`src/rtl/color_match_engine.sv`:
```
// Multi-round colour-matching game engine: LFSR target picker, sensor hold filter,
// per-round timeout, buzzer pulses, saturating score and best-score tracking.
module color_match_engine #(
  parameter int unsigned       COLOR_W     = 3,
  parameter int unsigned       N_COLORS    = 6,
  parameter int unsigned       LFSR_W      = 8,
  parameter logic [LFSR_W-1:0] TAPS        = 8'hB8,
  parameter logic [LFSR_W-1:0] SEED        = 8'hA5,
  parameter int unsigned       HOLD_CYC    = 2,
  parameter int unsigned       TIMEOUT_CYC = 50,
  parameter int unsigned       BUZZ_HIT    = 10,
  parameter int unsigned       BUZZ_MISS   = 50,
  parameter int unsigned       ROUNDS      = 10,
  parameter int unsigned       SCORE_W     = 8
) (
  input  logic               clk,
  input  logic               reset,
  input  logic               start,
  input  logic [COLOR_W-1:0] color,
  output logic [COLOR_W-1:0] target,
  output logic [2:0]         msg,
  output logic               msg_valid,
  output logic [SCORE_W-1:0] score,
  output logic [SCORE_W-1:0] best_score,
  output logic               buzzer,
  output logic               busy,
  output logic               done
);

  localparam int unsigned TimerW  = $clog2(TIMEOUT_CYC + 1);
  localparam int unsigned HoldW   = $clog2(HOLD_CYC + 1);
  localparam int unsigned BuzzMax = (BUZZ_HIT > BUZZ_MISS) ? BUZZ_HIT : BUZZ_MISS;
  localparam int unsigned BuzzW   = $clog2(BuzzMax + 1);
  localparam int unsigned RoundW  = $clog2(ROUNDS + 1);

  localparam logic [2:0] MsgStart  = 3'd1;
  localparam logic [2:0] MsgTarget = 3'd2;
  localparam logic [2:0] MsgHit    = 3'd3;
  localparam logic [2:0] MsgMiss   = 3'd4;
  localparam logic [2:0] MsgOver   = 3'd5;
  localparam logic [2:0] MsgRecord = 3'd6;

  typedef enum logic [2:0] {
    StIdle,
    StNewTarget,
    StWait,
    StHit,
    StMiss,
    StOver
  } state_e;

  state_e              state_q, state_d;
  logic [LFSR_W-1:0]   lfsr_q, lfsr_d;
  logic [COLOR_W-1:0]  target_q, target_d;
  logic [COLOR_W-1:0]  prev_q, prev_d;
  logic [SCORE_W-1:0]  score_q, score_d;
  logic [SCORE_W-1:0]  best_q, best_d;
  logic [RoundW-1:0]   round_q, round_d;
  logic [TimerW-1:0]   timer_q, timer_d;
  logic [HoldW-1:0]    hold_q, hold_d;
  logic [BuzzW-1:0]    buzz_cnt_q, buzz_cnt_d;
  logic                armed_q, armed_d;
  logic [2:0]          msg_q, msg_d;
  logic                msg_valid_q, msg_valid_d;
  logic                buzzer_q, buzzer_d;
  logic                busy_q, busy_d;
  logic                done_q, done_d;

  logic [LFSR_W-1:0]   lfsr_mod;
  logic [COLOR_W-1:0]  candidate;
  logic                accept;

  assign lfsr_d    = {lfsr_q[LFSR_W-2:0], ^(lfsr_q & TAPS)};
  assign lfsr_mod  = lfsr_q % LFSR_W'(N_COLORS);
  assign candidate = COLOR_W'(lfsr_mod) + COLOR_W'(1);
  assign prev_d    = color;

  // Hold filter: a colour counts only after HOLD_CYC identical nonzero samples while armed.
  always_comb begin
    hold_d = '0;
    accept = 1'b0;
    if (state_q == StWait && armed_q) begin
      if (color == '0) begin
        hold_d = '0;
      end else if (color == prev_q && hold_q != '0) begin
        hold_d = hold_q + HoldW'(1);
      end else begin
        hold_d = HoldW'(1);
      end
      accept = (hold_d == HoldW'(HOLD_CYC));
    end
  end

  always_comb begin
    state_d    = state_q;
    target_d   = target_q;
    score_d    = score_q;
    best_d     = best_q;
    round_d    = round_q;
    timer_d    = timer_q;
    buzz_cnt_d = buzz_cnt_q;
    armed_d    = armed_q;
    msg_d      = msg_q;

    case (state_q)
      StIdle, StOver: begin
        if (start) begin
          state_d = StNewTarget;
          score_d = '0;
          round_d = '0;
          msg_d   = MsgTarget;
        end
      end
      StNewTarget: begin
        target_d = candidate;
        timer_d  = TimerW'(TIMEOUT_CYC);
        armed_d  = 1'b0;
        state_d  = StWait;
      end
      StWait: begin
        timer_d = timer_q - TimerW'(1);
        if (!armed_q && color == '0) begin
          armed_d = 1'b1;
        end
        // An accept on the final timer cycle still counts.
        if (accept && color == target_q) begin
          state_d    = StHit;
          msg_d      = MsgHit;
          buzz_cnt_d = BuzzW'(BUZZ_HIT - 1);
          score_d    = (score_q == {SCORE_W{1'b1}}) ? score_q : score_q + SCORE_W'(1);
        end else if (accept || timer_q <= TimerW'(1)) begin
          state_d    = StMiss;
          msg_d      = MsgMiss;
          buzz_cnt_d = BuzzW'(BUZZ_MISS - 1);
        end
      end
      StHit, StMiss: begin
        if (buzz_cnt_q == '0) begin
          round_d = round_q + RoundW'(1);
          if (round_d == RoundW'(ROUNDS)) begin
            state_d = StOver;
            if (score_q > best_q) begin
              best_d = score_q;
              msg_d  = MsgRecord;
            end else begin
              msg_d  = MsgOver;
            end
          end else begin
            state_d = StNewTarget;
            msg_d   = MsgTarget;
          end
        end else begin
          buzz_cnt_d = buzz_cnt_q - BuzzW'(1);
        end
      end
      default: state_d = StIdle;
    endcase
  end

  always_comb begin
    msg_valid_d = (msg_d != msg_q);
    buzzer_d    = (state_d == StHit) || (state_d == StMiss);
    busy_d      = (state_d == StNewTarget) || (state_d == StWait) ||
                  (state_d == StHit) || (state_d == StMiss);
    done_d      = (state_d == StOver);
  end

  always_ff @(posedge clk or negedge reset) begin
    if (!reset) begin
      state_q     <= StIdle;
      lfsr_q      <= SEED;
      target_q    <= '0;
      prev_q      <= '0;
      score_q     <= '0;
      best_q      <= '0;
      round_q     <= '0;
      timer_q     <= '0;
      hold_q      <= '0;
      buzz_cnt_q  <= '0;
      armed_q     <= 1'b0;
      msg_q       <= MsgStart;
      msg_valid_q <= 1'b0;
      buzzer_q    <= 1'b0;
      busy_q      <= 1'b0;
      done_q      <= 1'b0;
    end else begin
      state_q     <= state_d;
      lfsr_q      <= lfsr_d;
      target_q    <= target_d;
      prev_q      <= prev_d;
      score_q     <= score_d;
      best_q      <= best_d;
      round_q     <= round_d;
      timer_q     <= timer_d;
      hold_q      <= hold_d;
      buzz_cnt_q  <= buzz_cnt_d;
      armed_q     <= armed_d;
      msg_q       <= msg_d;
      msg_valid_q <= msg_valid_d;
      buzzer_q    <= buzzer_d;
      busy_q      <= busy_d;
      done_q      <= done_d;
    end
  end

  assign target     = target_q;
  assign msg        = msg_q;
  assign msg_valid  = msg_valid_q;
  assign score      = score_q;
  assign best_score = best_q;
  assign buzzer     = buzzer_q;
  assign busy       = busy_q;
  assign done       = done_q;

endmodule

```
`config.mk`:
```
export PLATFORM = sky130hd
export DESIGN_NAME = color_match_engine
export DESIGN_NICKNAME = d
export VERILOG_FILES = /design/src/rtl/color_match_engine.sv
export SDC_FILE = /design/constraint.sdc
export NUM_CORES = 1
export LEC_CHECK = 0
export CAP_MARGIN = 10
export CORE_MARGIN = 3
export CORE_UTILIZATION = 52
export DETAILED_ROUTE_END_ITERATION = 7
export PLACE_DENSITY_LB_ADDON = 0.05
export SYNTH_ARGS = -nofsm -noshare
export SYNTH_HDL_FRONTEND = slang
export SYNTH_SLANG_ARGS = --single-unit
```
`constraint.sdc`:
```
create_clock -name clk -period 3.3 [get_ports clk]
set_clock_uncertainty 0.05 [all_clocks]
set_input_delay 0.99 -clock clk [delete_from_list [all_inputs] [get_ports clk]]
set_output_delay 0.99 -clock clk [all_outputs]
set_load 0.05 [all_outputs]
```
Word-level counts from Yosys, hierarchy flattened
Cells that the tools add are included.
{ "word_totals": {"ff_bits": 59, "input_bits": 6} }
{ "op_classes": {"addsub": 6, "n_eq_ne": 23, "reduce_logical": 26, "order_cmp": 2, "div": 1, "muxes": 32} }
{ "op_table": {"columns": ["op", "count"], "rows": [
  ["$mux W3", 10],
  ["$mux W8", 3],
  ["$pmux W6 S2", 2],
  ["$mux W6", 3],
  ["$pmux W8 S2", 1],
  ["$eq A3 B2 Y1 const B", 4],
  ["$eq A3 B3 Y1 const B", 4],
  ["$pmux W3 S4", 1],
  ["$sub A6 B1 Y6 const B", 2],
  ["$mux W2", 5],
  ["$reduce_bool A2 Y1", 5],
  ["$pmux W3 S3", 1],
  ["$add A8 B1 Y8 const B", 1],
  ["$eq A8 B8 Y1 const B", 1],
  ["$gt A8 B8 Y1", 1],
  ["$mod A8 B3 Y8 const B", 1],
  ["$mux W4", 2],
  ["$ne A2 B2 Y1 const B", 4],
  ["$pmux W4 S2", 1],
  ["$reduce_and A4 Y1", 2],
  ["$reduce_xor A8 Y1", 1],
  ["$eq A3 B1 Y1 const B", 2],
  ["$eq A3 B3 Y1", 2],
  ["$le A6 B1 Y1 const B", 1],
  ["18 further kinds", 30]
]} }

Depth between registers and ports, before layout
{ "depth": {"ltp_word": 15, "mapped_depth": 14, "ltp_nobuf": 13} }

Worst setup path before layout
No wires, ideal clock.
{ "synth_path": {"path_kind": "register -> register", "start": "register lfsr_q[5]", "end": "register target_q[2] (netlist: target[2])", "setup_ns": 0.069, "required_ns": 3.181, "arrival_time_ns": 3.209, "path_stages_with_launch": 14, "slack_ns": -0.028, "path_buffers": 1, "path_cell_list": "dfstp_2 > clkbuf_1 > inv_1 > ha_1 > nor2b_1 > or4_1 > a31oi_1 > and2b_1 > a21oi_1 > o21ai_0 > ha_1 > or3_1 > o221a_2 > nand3_1"} }
{ "synth_via": {"elab_chain_cells": 2} }
{ "synth_rtl": {"columns": ["element", "line_no", "text"], "rows": [
  ["from (decl)", "53", "logic [LFSR_W-1:0] lfsr_q, lfsr_d;"],
  ["from (signal assigned)", "188", "lfsr_q <= lfsr_d;"],
  ["$mod A8 B3 Y8", "74", "assign lfsr_mod = lfsr_q % LFSR_W'(N_COLORS);"],
  ["$add A3 B1 Y3", "75", "assign candidate = COLOR_W'(lfsr_mod) + COLOR_W'(1);"],
  ["to (signal assigned)", "189", "target_q <= target_d;"],
  ["to (decl)", "54", "logic [COLOR_W-1:0] target_q, target_d;"]
]} }
Every way passes these cells.
A chain may end at the register's enable or synchronous reset.

Worst setup path in the final report
Ends and elaborated chain as after synthesis.

==> results.md <==
* R2R setup slack at 0.20 ns
* Core Area at 6390 sq um
* DP HPWL at 5100 um
* Gr ovfl total at 0
* Via-to-Cell Ratio at 5.65
* Die width at 87.5 um
* Pleak at 0.00175 uW
* First-pass GRT wire length at 12400 um
* Hold Buf Count CTS at 0
* CP delay by family, top: simple AND/OR/NAND/NOR gates
* P_sw at 880 uW
* Post-synth EDFFs at 0
* Most frequent CP cell: ha_1
* Syn Nets at 380
* Pin count of the biggest net entering global routing at 60
* Top post-synthesis cells by area: dfrtp_1, ha_1, o21ai_0, dfstp_2, nand2_1
* Slowest CP cell: dfstp_2
* Power density over the cells at 584 nW/um^2
* Die height at 87.5 um
* Path depth of the worst reg2reg path at 13
* Maximum level of the CTS H-tree at 3
* Vias in the first global route at 2685
* Tmin final at 3.10 ns
* Distinct cells, synth at 63
* Clock power share at 27.4%
* Maxcap violations at 0
* Drt first pass iters at 4
* Initial drt markers at 89
* N_diodes at 0
* Synth top area share at 39.1%
* Switching Share at 36.6%
* PnR worst setup slack at 0.205 ns
* Register share of total power at 41.0%
* Worst Max-Slew Pin Slew at 0.728 ns
* Synth area leader: dfrtp_1
* Sequential-to-total area share from yosys stat at 42.9%
* Post-Syn Area at 3460 sq um
* Placed cell count at 466
* Worst-Skew Late Latency at 0.34 ns
* Worst Hold Class: register to register
* Drt drc at 0
* FF+latch count, synth at 59
* CTS tree: yes
* Util after Layout at 64.5%
* # IOs at 32
* Main flop type after synthesis: dfrtp_1
* CP Buf/Inv Count at 2
* Hold Startpoint: lfsr_q[0]
* Root Driver: clkbuf_8
* Max Transition Viols Final at 0
* Routed vias at 2723
* CP startpoint kind: register
* Int Pwr at 1530 uW
* CP Cell Sequence: inv_1, ha_1, nor2b_2, or4_1, a31oi_2, buf_4, xnor2_1, mux2i_1, o21ai_0, ha_1, or3_1, o221a_2, nand3_1
* Worst Path Required at 3.52 ns
* Clk sinks at 59
* Initial antenna violation count at 0
* Die area at 7660 sq um
* Area grow syn2layout at 19.2%
* Async SR Flop Fraction at 100%
* Final TNS setup at 0 ns
* Worst r2r dst: target[2]
* Final cycle utilization of the critical path at 93.8%
* WL final at 7040 um
* Initial Utilization at 54.1%
* Worst setup EP type: register
* Comb pwr share at 31.6%
* Final Setup Violations at 0
* Pre-CTS setup slack at -0.0140 ns
* Hold Path Depth at 0
* Tot GR Track Use at 20.6%
* Routability cong. at 0.846
* CTS Buffer Depth at 2
* Critical path data arrival time at 3.32 ns
* Max-slew headroom at 51.5%
* Status: finished, final reports clean
* Share of layout cells above drive strength 1 at 16.0%
* Routed len/inst at 14.6 um
* Cells after Synth at 356
* Synth warn at 0
* Avg Inst Size Synth at 9.71 sq um
* WS Path Type: register to register
* Launch point of the worst reg-to-reg path: lfsr_q[5]
* FP Rows at 29
* Clock transition at path regs at 0.07 ns
* Max incr delay on CP at 0.53 ns
* Cts bufs inserted at 9
* Crit Path Max Fanout at 4
* Maximum vdd drop at 410 uV
* Fin nets at 424
* Fmax at 323 MHz
* Worst hold endpoint: lfsr_q[1]
* Routed Antenna Nets at 0
* Commonest cells in the netlist: dfrtp_1, nand2_1, o21ai_0
* Final hold vios at 0
* IO buf count at 31
* Finished Layout Cells at 482
* Most common cell in the synthesized netlist: dfrtp_1
-- per-layer routing --
| metal | GRT usage (%) | part of all wire [%] |
|---|---|---|
| met1 | 27.7 | 46 |
| met5 | 0 | 0 |
| met3 | 3.88 | 3.8 |
| met4 | 7.95 | 1.0 |
| met2 | 33.0 | 49 |
-- through the flow --
| stage | area [sq um] | hold slack (ns) | total power (uW) |
|---|---|---|---|
| floorplan | 3460 | 0.302 | 1540 |
| global placement | 3910 | 0.354 | 1740 |
| detailed placement | 3910 | 0.354 | 1750 |
| CTS | 4110 | 0.366 | 2430 |
| global route | 4120 | 0.376 | 2560 |
| finish | 4120 | 0.364 | 2410 |
-- layout make-up --
cell class / instances / area (sq um)
fillers: 536 / 2270
repair buffers: 43 / 395
flip-flops and latches: 59 / 1480
clock inverters: 6 / 65.1
clock buffers: 10 / 138
multi-input cells: 264 / 1850
well taps: 77 / 96.3
inverters: 23 / 88.8
-- power groups by stage --
stage / registers, uW / logic (uW) / clock network, uW
2_1_floorplan: 1040 / 495 / 0
3_3_place_gp: 991 / 750 / 0
3_5_place_dp: 995 / 758 / 0
4_1_cts: 984 / 766 / 679
5_1_grt: 1010 / 847 / 709
6_report: 985 / 761 / 660
-- kinds of logic after synthesis --
logic type,share of synthesized area [%]
and+or+nand+nor,22.1
muxes,4.53
buffers and inverters,3.80
adders and majority gates,6.52
AOI/OAI and AO/OA,15.6
xor gates and xnor gates,4.56
DFF,42.9
-- registers in the layout (all words and copies together) (netlist names) --
name and count:
armed_q 1, best_score 8, busy 1, buzz_cnt_q 6, buzzer 1, done 1
hold_q 2, lfsr_q 8, msg 3, msg_valid 1, prev_q 3, round_q 4
score 8, state_q 3, target 3, timer_q 6
-- how the worst max path moves through the flow --
stage                    from            end  cells after the start
floorplan           lfsr_q[5]      target[2]                     13
global placement     color[2]  buzz_cnt_q[0]                      9
detailed placement   color[2]  buzz_cnt_q[0]                      9
CTS                 lfsr_q[4]      target[2]                     13
global route        lfsr_q[5]      target[2]                     13
finish              lfsr_q[5]      target[2]                     13
-- repair_timing --
item                       in CTS  in global routing
setup endpoints to repair       0                  1
gates resized for setup         0                  3
setup buffers                   0                  0
-- placed cells by master (no fill, tap or decap), types with 10 or more instances in the layout --
| cell type | instances |
|---|---|
| nor2_1 | 18 |
| xnor2_1 | 11 |
| inv_1 | 22 |
| clkdlybuf4s50_1 | 30 |
| buf_4 | 12 |
| nand2_1 | 34 |
| nand3_1 | 18 |
| ha_1 | 18 |
| clkbuf_8 | 10 |
| dfrtp_1 | 53 |
| o21ai_0 | 27 |
| a21oi_1 | 13 |
(Power assumes the default switching activity.)
